==> src/rtl/match_sequencer.sv <==
// ============================================================================
//  match_sequencer
//  Game-flow controller: title/serve/rally/pause/point/over sequencing,
//  BCD score keeping and status outputs for the volleyball design.
//  Rev 1.0  initial release
// ============================================================================
`default_nettype none

module match_sequencer #(
   parameter int WIN_SCORE    = 15,
   parameter int FREEZE_TICKS = 60
) (
   input  logic        clk,
   input  logic        rst,
   input  logic        tick,
   input  logic        start,
   input  logic        pause,
   input  logic        ball_land,
   input  logic        land_side,
   output logic        play_en,
   output logic        round_rst,
   output logic        serve_side,
   output logic        show_title,
   output logic [15:0] scores,
   output logic        winner,
   output logic [15:0] led
);

   localparam logic [2:0] S_TITLE  = 3'd0;
   localparam logic [2:0] S_SERVE  = 3'd1;
   localparam logic [2:0] S_RALLY  = 3'd2;
   localparam logic [2:0] S_PAUSED = 3'd3;
   localparam logic [2:0] S_POINT  = 3'd4;
   localparam logic [2:0] S_OVER   = 3'd5;

   localparam logic [15:0] c_led_title  = 16'h0001;
   localparam logic [15:0] c_led_serve  = 16'h0002;
   localparam logic [15:0] c_led_rally  = 16'h0004;
   localparam logic [15:0] c_led_paused = 16'h0008;
   localparam logic [15:0] c_led_point  = 16'h0010;

   localparam logic [7:0] c_win_bcd     = {4'(WIN_SCORE / 10), 4'(WIN_SCORE % 10)};
   localparam logic [7:0] c_freeze_last = 8'(FREEZE_TICKS - 1);

   function automatic logic [7:0] bcd_inc(input logic [7:0] v);
      if (v[3:0] == 4'd9)
         return {v[7:4] + 4'd1, 4'd0};
      else
         return {v[7:4], v[3:0] + 4'd1};
   endfunction

   logic [2:0]  r_state;
   logic [7:0]  r_freeze_cnt;
   logic [7:0]  r_p1;
   logic [7:0]  r_p2;
   logic        r_play_en;
   logic        r_round_rst;
   logic        r_serve_side;
   logic        r_show_title;
   logic        r_winner;
   logic [15:0] r_led;

   logic [7:0]  w_p1_inc;
   logic [7:0]  w_p2_inc;
   logic [7:0]  w_new_score;

   // land_side=1 means the ball fell on the right half, so player1 scores
   assign w_p1_inc    = bcd_inc(r_p1);
   assign w_p2_inc    = bcd_inc(r_p2);
   assign w_new_score = land_side ? w_p1_inc : w_p2_inc;

   always_ff @(posedge clk) begin
      if (rst) begin
         r_state      <= S_TITLE;
         r_freeze_cnt <= 8'd0;
         r_p1         <= 8'd0;
         r_p2         <= 8'd0;
         r_play_en    <= 1'b0;
         r_round_rst  <= 1'b0;
         r_serve_side <= 1'b0;
         r_show_title <= 1'b1;
         r_winner     <= 1'b0;
         r_led        <= c_led_title;
      end else begin
         r_round_rst <= 1'b0;
         case (r_state)
            S_TITLE: begin
               if (start) begin
                  r_state      <= S_SERVE;
                  r_serve_side <= 1'b0;
                  r_round_rst  <= 1'b1;
                  r_show_title <= 1'b0;
                  r_led        <= c_led_serve;
               end
            end
            S_SERVE: begin
               r_state   <= S_RALLY;
               r_play_en <= 1'b1;
               r_led     <= c_led_rally;
            end
            S_RALLY: begin
               if (ball_land) begin
                  r_play_en    <= 1'b0;
                  r_serve_side <= ~land_side;
                  if (land_side) r_p1 <= w_p1_inc;
                  else           r_p2 <= w_p2_inc;
                  if (w_new_score == c_win_bcd) begin
                     r_state  <= S_OVER;
                     r_winner <= ~land_side;
                     r_led    <= land_side ? 16'hFF00 : 16'h00FF;
                  end else begin
                     r_state      <= S_POINT;
                     r_freeze_cnt <= 8'd0;
                     r_led        <= c_led_point;
                  end
               end else if (pause) begin
                  r_state   <= S_PAUSED;
                  r_play_en <= 1'b0;
                  r_led     <= c_led_paused;
               end
            end
            S_PAUSED: begin
               if (pause) begin
                  r_state   <= S_RALLY;
                  r_play_en <= 1'b1;
                  r_led     <= c_led_rally;
               end
            end
            S_POINT: begin
               // the FREEZE_TICKS-th tick since entry ends the freeze
               if (tick) begin
                  if (r_freeze_cnt == c_freeze_last) begin
                     r_state     <= S_SERVE;
                     r_round_rst <= 1'b1;
                     r_led       <= c_led_serve;
                  end else begin
                     r_freeze_cnt <= r_freeze_cnt + 8'd1;
                  end
               end
            end
            S_OVER: begin
               if (start) begin
                  r_state      <= S_TITLE;
                  r_p1         <= 8'd0;
                  r_p2         <= 8'd0;
                  r_serve_side <= 1'b0;
                  r_show_title <= 1'b1;
                  r_led        <= c_led_title;
               end
            end
            default: begin
               r_state      <= S_TITLE;
               r_play_en    <= 1'b0;
               r_show_title <= 1'b1;
               r_led        <= c_led_title;
            end
         endcase
      end
   end

   assign play_en    = r_play_en;
   assign round_rst  = r_round_rst;
   assign serve_side = r_serve_side;
   assign show_title = r_show_title;
   assign scores     = {r_p1, r_p2};
   assign winner     = r_winner;
   assign led        = r_led;

endmodule

`default_nettype wire

==> config.mk <==
export PLATFORM = sky130hd
export DESIGN_NAME = match_sequencer
export DESIGN_NICKNAME = d
export VERILOG_FILES = /design/src/rtl/match_sequencer.sv
export SDC_FILE = /design/constraint.sdc
export NUM_CORES = 1
export LEC_CHECK = 0
export BUFFER_PORTS_ARGS = -buffer_cell sky130_fd_sc_hd__buf_2
export CORE_MARGIN = 2
export CORE_UTILIZATION = 49
export CTS_CLUSTER_DIAMETER = 40
export DETAILED_ROUTE_END_ITERATION = 10
export PLACE_DENSITY = 0.74
export SLEW_MARGIN = 5
export SYNTH_ARGS = -nofsm -noshare
export SYNTH_HDL_FRONTEND = slang
export SYNTH_SLANG_ARGS = --single-unit
==> constraint.sdc <==
create_clock -name clk -period 1.8 [get_ports clk]
set_input_delay 0.36 -clock clk [delete_from_list [all_inputs] [get_ports clk]]
set_output_delay 0.36 -clock clk [all_outputs]
set_load 0.03 [all_outputs]
# Yosys cells after proc, flatten, opt, wreduce, memory -nomap -nowiden
# Cells that the tools add are included.
# totals
ff_bits	48
latch_bits	0
ram_bits	0
mem_bits_ro	0
in_bits	7
out_inout_bits	37
n_memories	0
# classes
add_sub_neg	5
multipliers	0
n_div	0
order_cmp	0
n_eq_ne	21
n_shift	0
muxes	47
bitwise_logic	3
n_reduce_logical	15
# ops
cell	count
$mux W16	9
$mux W8	12
$pmux W16 S6	1
$pmux W8 S2	3
$mux W3	7
$ne A2 B2 Y1 const B	10
$pmux W3 S6	1
$add A4 B1 Y4 const B	4
$reduce_and A3 Y1	4
$mux W1	10
$add A8 B1 Y8 const B	1
$eq A4 B4 Y1 const B	2
$eq A8 B5 Y1 const B	1
$eq A8 B6 Y1 const B	1
$reduce_and A4 Y1	2
$eq A3 B2 Y1 const B	2
$eq A3 B3 Y1 const B	2
$reduce_and A6 Y1	1
$reduce_bool A2 Y1	3
$reduce_and A5 Y1	1
$pmux W1 S2	2
$pmux W1 S4	1
$reduce_or A4 Y1	1
$eq A3 B1 Y1 const B	1
other kinds (7)	9

# Logic depth before layout (Yosys ltp)
# depth
ltp_word	7
depth_mapped	8
depth_no_buf	7

# Worst setup path after synthesis
# Ideal clock, no wire load.
# synth_timing
path_kind	reg-to-reg
from	reg r_p1[2]
to	reg r_freeze_cnt[2]
setup_ns	0.088
arrival_ns	2.056
path_slack_ns	-0.344
stages_incl_launch_ff	6
path_buffers	0
synth_period_minus_slack_ns	2.144
path_cell_list	dfxtp_1 > inv_2 > or4b_4 > o41ai_4 > o21ai_4 > a311oi_2
# synth_via
elab_chain_len	6
elab_cells_between_ends	7
# synth_lines
element	line_no	text
start, declared	54	logic [7:0] r_p1;
start signal, assigned	105	if (land_side) r_p1 <= w_p1_inc;
$add A4 B1 Y4 / $eq A4 B4 Y1 (equally long branches)	49, 46	
$mux W8 *	46	if (v[3:0] == 4'd9)
$mux W8 *	70	assign w_new_score = land_side ? w_p1_inc : w_p2_inc;
$eq A8 B5 Y1 *	107	if (w_new_score == c_win_bcd) begin
$ne A2 B2 Y1 (no source line) *	-	
$reduce_and A5 Y1 (no source line) *	-	
end signal, assigned	137	r_freeze_cnt <= r_freeze_cnt + 8'd1;
end, declared	53	logic [7:0] r_freeze_cnt;
# Every way passes the cells marked *; elsewhere a longest branch is shown, timed or not.
# A chain may end at the register's enable or synchronous reset.

# Final worst setup path
# layout_timing
from	reg r_p1[2]
to	reg r_freeze_cnt[6]
# The elaborated chain is that of the path after synthesis.

==> metrics.txt <==
Max Root-Sink Buffers=2; cell chain of the critical path=and4bb_2 > a211oi_2 > a41oi_2 > o41ai_4 > buf_6 > o21ai_4 > a311oi_2; worst-path maximum fanout=7; P per Cell Area=617 mW/mm^2; Crit. End Element=flip-flop; Synth cell types=56; antenna diode count=0; Post-Syn Nets=276; CTS tree=built; Die ar.=0.00499 sq mm; max-slew violations=0; total congestion overflow=0; final hold violations=0; sequential area share after synthesis=0.359; Slew @ Worst Pin=576 ps; fmax=526 MHz; Residual DRC=0; Final Cycle Share=1.06; final setup fails=13; num rows=24; crit path time final=1900 ps; number of buffers created by CTS=5; HP Start=land_side; CTS Sinks=39; DR vias/cell=5.55; Yosys reg bits=39; setup ws final=-101 ps; WHS Endpoint=winner$_SDFFE_PP0P_; Worst Path Required=2010 ps; Static Leak=1.27 nW; WS Path Type=flip-flop to flip-flop; Syn. warnings=0; Starting Density=0.503; clock-pin slew on the worst setup and hold paths=80 ps; WL/cell=14.8 um; tightest hold margin=431 ps; Post-Syn Area per Cell=8.18 sq um; Nets=357; Max VDD drop=0.000327 V; ANT nets after route=0; Synth Flop Type=dfxtp_1; DRT Wirelength=5.90 mm; Worst Hold Depth=3; vias post-DR=2221; status=complete, but fails checks; Cells after Synth=266; worst-skew pair later-pin latency=290 ps; RR Startpoint=r_p1[2]$_SDFFE_PP0P_; I/O pin cnt=44; total core area=0.00432 sq mm; P&R area growth vs syn=36.9%; post-DP HPWL=4.06 mm; CP max stage delay=360 ps; Clock Skew=9.14 ps; Post-Layout Cell Count=400; largest net degree at the start of global routing=40; Port Buffer Count=43; HP Class=primary input to flip-flop; share of layout cells above drive strength 1=0.411; mapped cell area=0.00217 sq mm; RR Endpoint=r_freeze_cnt[6]$_SDFFE_PP0P_; crit path DAT=2110 ps; worst r2r path cells=7; Rel. slew slack=0.614; initial antenna violation count=0; Final TNS setup=-864 ps; GPL Wtd Cong=0.821; CP startpoint=r_p1[2]$_SDFFE_PP0P_; Post-synth EDFFs=0; vias in the first global route=1984; failing checks=negative setup slack; clock root buffer=clkbuf_8; htree depth=2; First DRT Iteration DRCs=89; RSZ-0062 raised after global routing=true; slowest stage cell, crit path=dfxtp_4; placed insts=385; DRT Pass-1 Iters=4; first-pass GRT wire length=9.40 mm; Async SR Flop Fraction=0; Startpoint Class=flip-flop; Die Wd=70.6 um; gr usage total=0.234; Max Cap Viol=0; Die H=70.6 um; R2R Setup Slk=-100 ps
## sequential cells by signal, indices dropped and copies added, names as in the netlist
| signal | count |
|---|---|
| r_state | 3 |
| r_p2 | 8 |
| serve_side | 1 |
| r_p1 | 8 |
| round_rst | 1 |
| play_en | 1 |
| led | 7 |
| winner | 1 |
| show_title | 1 |
| r_freeze_cnt | 8 |
## cell usage after synthesis (2+ instances only)
| library cell | instances | area (sq um) |
|---|---|---|
| o21ai_0 | 12 | 60.1 |
| nor2b_1 | 5 | 31.3 |
| a21o_1 | 2 | 15.0 |
| nor3_1 | 4 | 20.0 |
| inv_1 | 6 | 22.5 |
| o211ai_1 | 3 | 22.5 |
| nand2_1 | 23 | 86.3 |
| clkbuf_1 | 12 | 45.0 |
| a31oi_1 | 3 | 18.8 |
| a22oi_1 | 6 | 45.0 |
| buf_2 | 2 | 10.0 |
| a211oi_1 | 2 | 15.0 |
| or3_1 | 4 | 25.0 |
| mux2i_1 | 3 | 30.0 |
| o21bai_1 | 4 | 30.0 |
| o31ai_1 | 2 | 15.0 |
| and3b_1 | 2 | 17.5 |
| dfxtp_1 | 39 | 781 |
| nand3_1 | 7 | 35.0 |
| nand4_1 | 3 | 18.8 |
| nand2b_1 | 9 | 56.3 |
| a311oi_2 | 6 | 90.1 |
| and4bb_1 | 2 | 25.0 |
| nor3b_1 | 4 | 30.0 |
| buf_4 | 9 | 67.6 |
| a21oi_1 | 25 | 125 |
| nor2_1 | 36 | 135 |
| ha_1 | 3 | 37.5 |
## how the worst max path moves through the flow
stage	end	cells past startpoint
2_1_floorplan	r_freeze_cnt[2]$_SDFFE_PP0P_	7
3_3_place_gp	r_freeze_cnt[7]$_SDFFE_PP0P_	5
3_5_place_dp	r_freeze_cnt[6]$_SDFFE_PP0P_	5
4_1_cts	r_freeze_cnt[6]$_SDFFE_PP0P_	7
5_1_grt	r_freeze_cnt[3]$_SDFFE_PP0P_	8
6_report	r_freeze_cnt[6]$_SDFFE_PP0P_	7
## layout make-up
type | instances | area (sq um)
multi-input combinational | 197 | 1350
fill | 330 | 1350
sequential | 39 | 802
timing repair buffer | 97 | 644
clock buffer | 7 | 86.3
tap | 52 | 65.1
inverter | 7 | 26.3
clock inverter | 1 | 5.00
## metal layers
metal  up-vias  wire length (um)  GRT usage
met4         0               119     0.0943
met3        14               257     0.0556
met2        62              2850      0.371
met5         -                 0          0
li1       1125                 -          -
met1      1020              2670      0.308
## repair_timing
item,in CTS,in global routing
pin swaps,9,16
gates resized for setup,10,17
hold endpoints to repair,0,0
buffers inserted,4,3
hold buffers,0,0
endpoints found under the setup margin,19,28
## cells in the final DEF, fill, tap and decap left out, types with 3 or more instances in the layout
master    netlist  final
a311oi_2        6      6
a22oi_1         6      5
a21oi_1        25     22
nand4_1         3      3
inv_1           6      6
mux2i_1         3      3
o21bai_1        4      4
o21ai_0        12     11
nand2b_1        9      9
nand3_1         7      7
nand2_1        23     22
a21oi_2         0      3
o211ai_1        3      3
nor3_1          4      3
dfxtp_2         0      5
buf_2           2     43
buf_4           9     50
clkbuf_8        0      6
or3_1           4      4
nor2b_1         5      4
a31oi_1         3      3
dfxtp_4         0      4
nor2_1         36     36
dfxtp_1        39     30
buf_6           0      3
## critical path, delay by kind of cell, from the launching register on
family          cells  cell delay (ps)
compound gates      5             1010
flops               1              360
simple gates        1              270
buf+inv             1              180
## power breakdown
group	switching, mW	internal, mW	leakage [nW]	total [mW]
clock	0.308	0.309	0.0482	0.617
sequential	0.0245	0.884	0.322	0.908
combinational	0.182	0.128	0.896	0.311
total	0.515	1.32	1.27	1.84
## cell families after synthesis
logic type | Yosys count | share of synthesized area
adders and majority gates | 3 | 0.0173
DFF | 39 | 0.359
AOI/OAI and AO/OA | 81 | 0.276
xor gates and xnor gates | 2 | 0.00806
buffers and inverters | 30 | 0.0685
muxes | 3 | 0.0138
and+or+nand+nor | 108 | 0.257
## metrics by stage
step / instance area, sq um / total power [mW] / setup WS, ps / util
after CTS: 2890 / 1.83 / -111 / 0.668
after global placement: 2730 / 1.21 / -162 / 0.630
after detailed placement: 2730 / 1.22 / -179 / 0.630
final: 2980 / 1.84 / -101 / 0.689
after global routing: 2980 / 1.92 / -175 / 0.689
after floorplan: 2220 / 1.10 / -139 / -
Power figures use the tool's default switching activity.
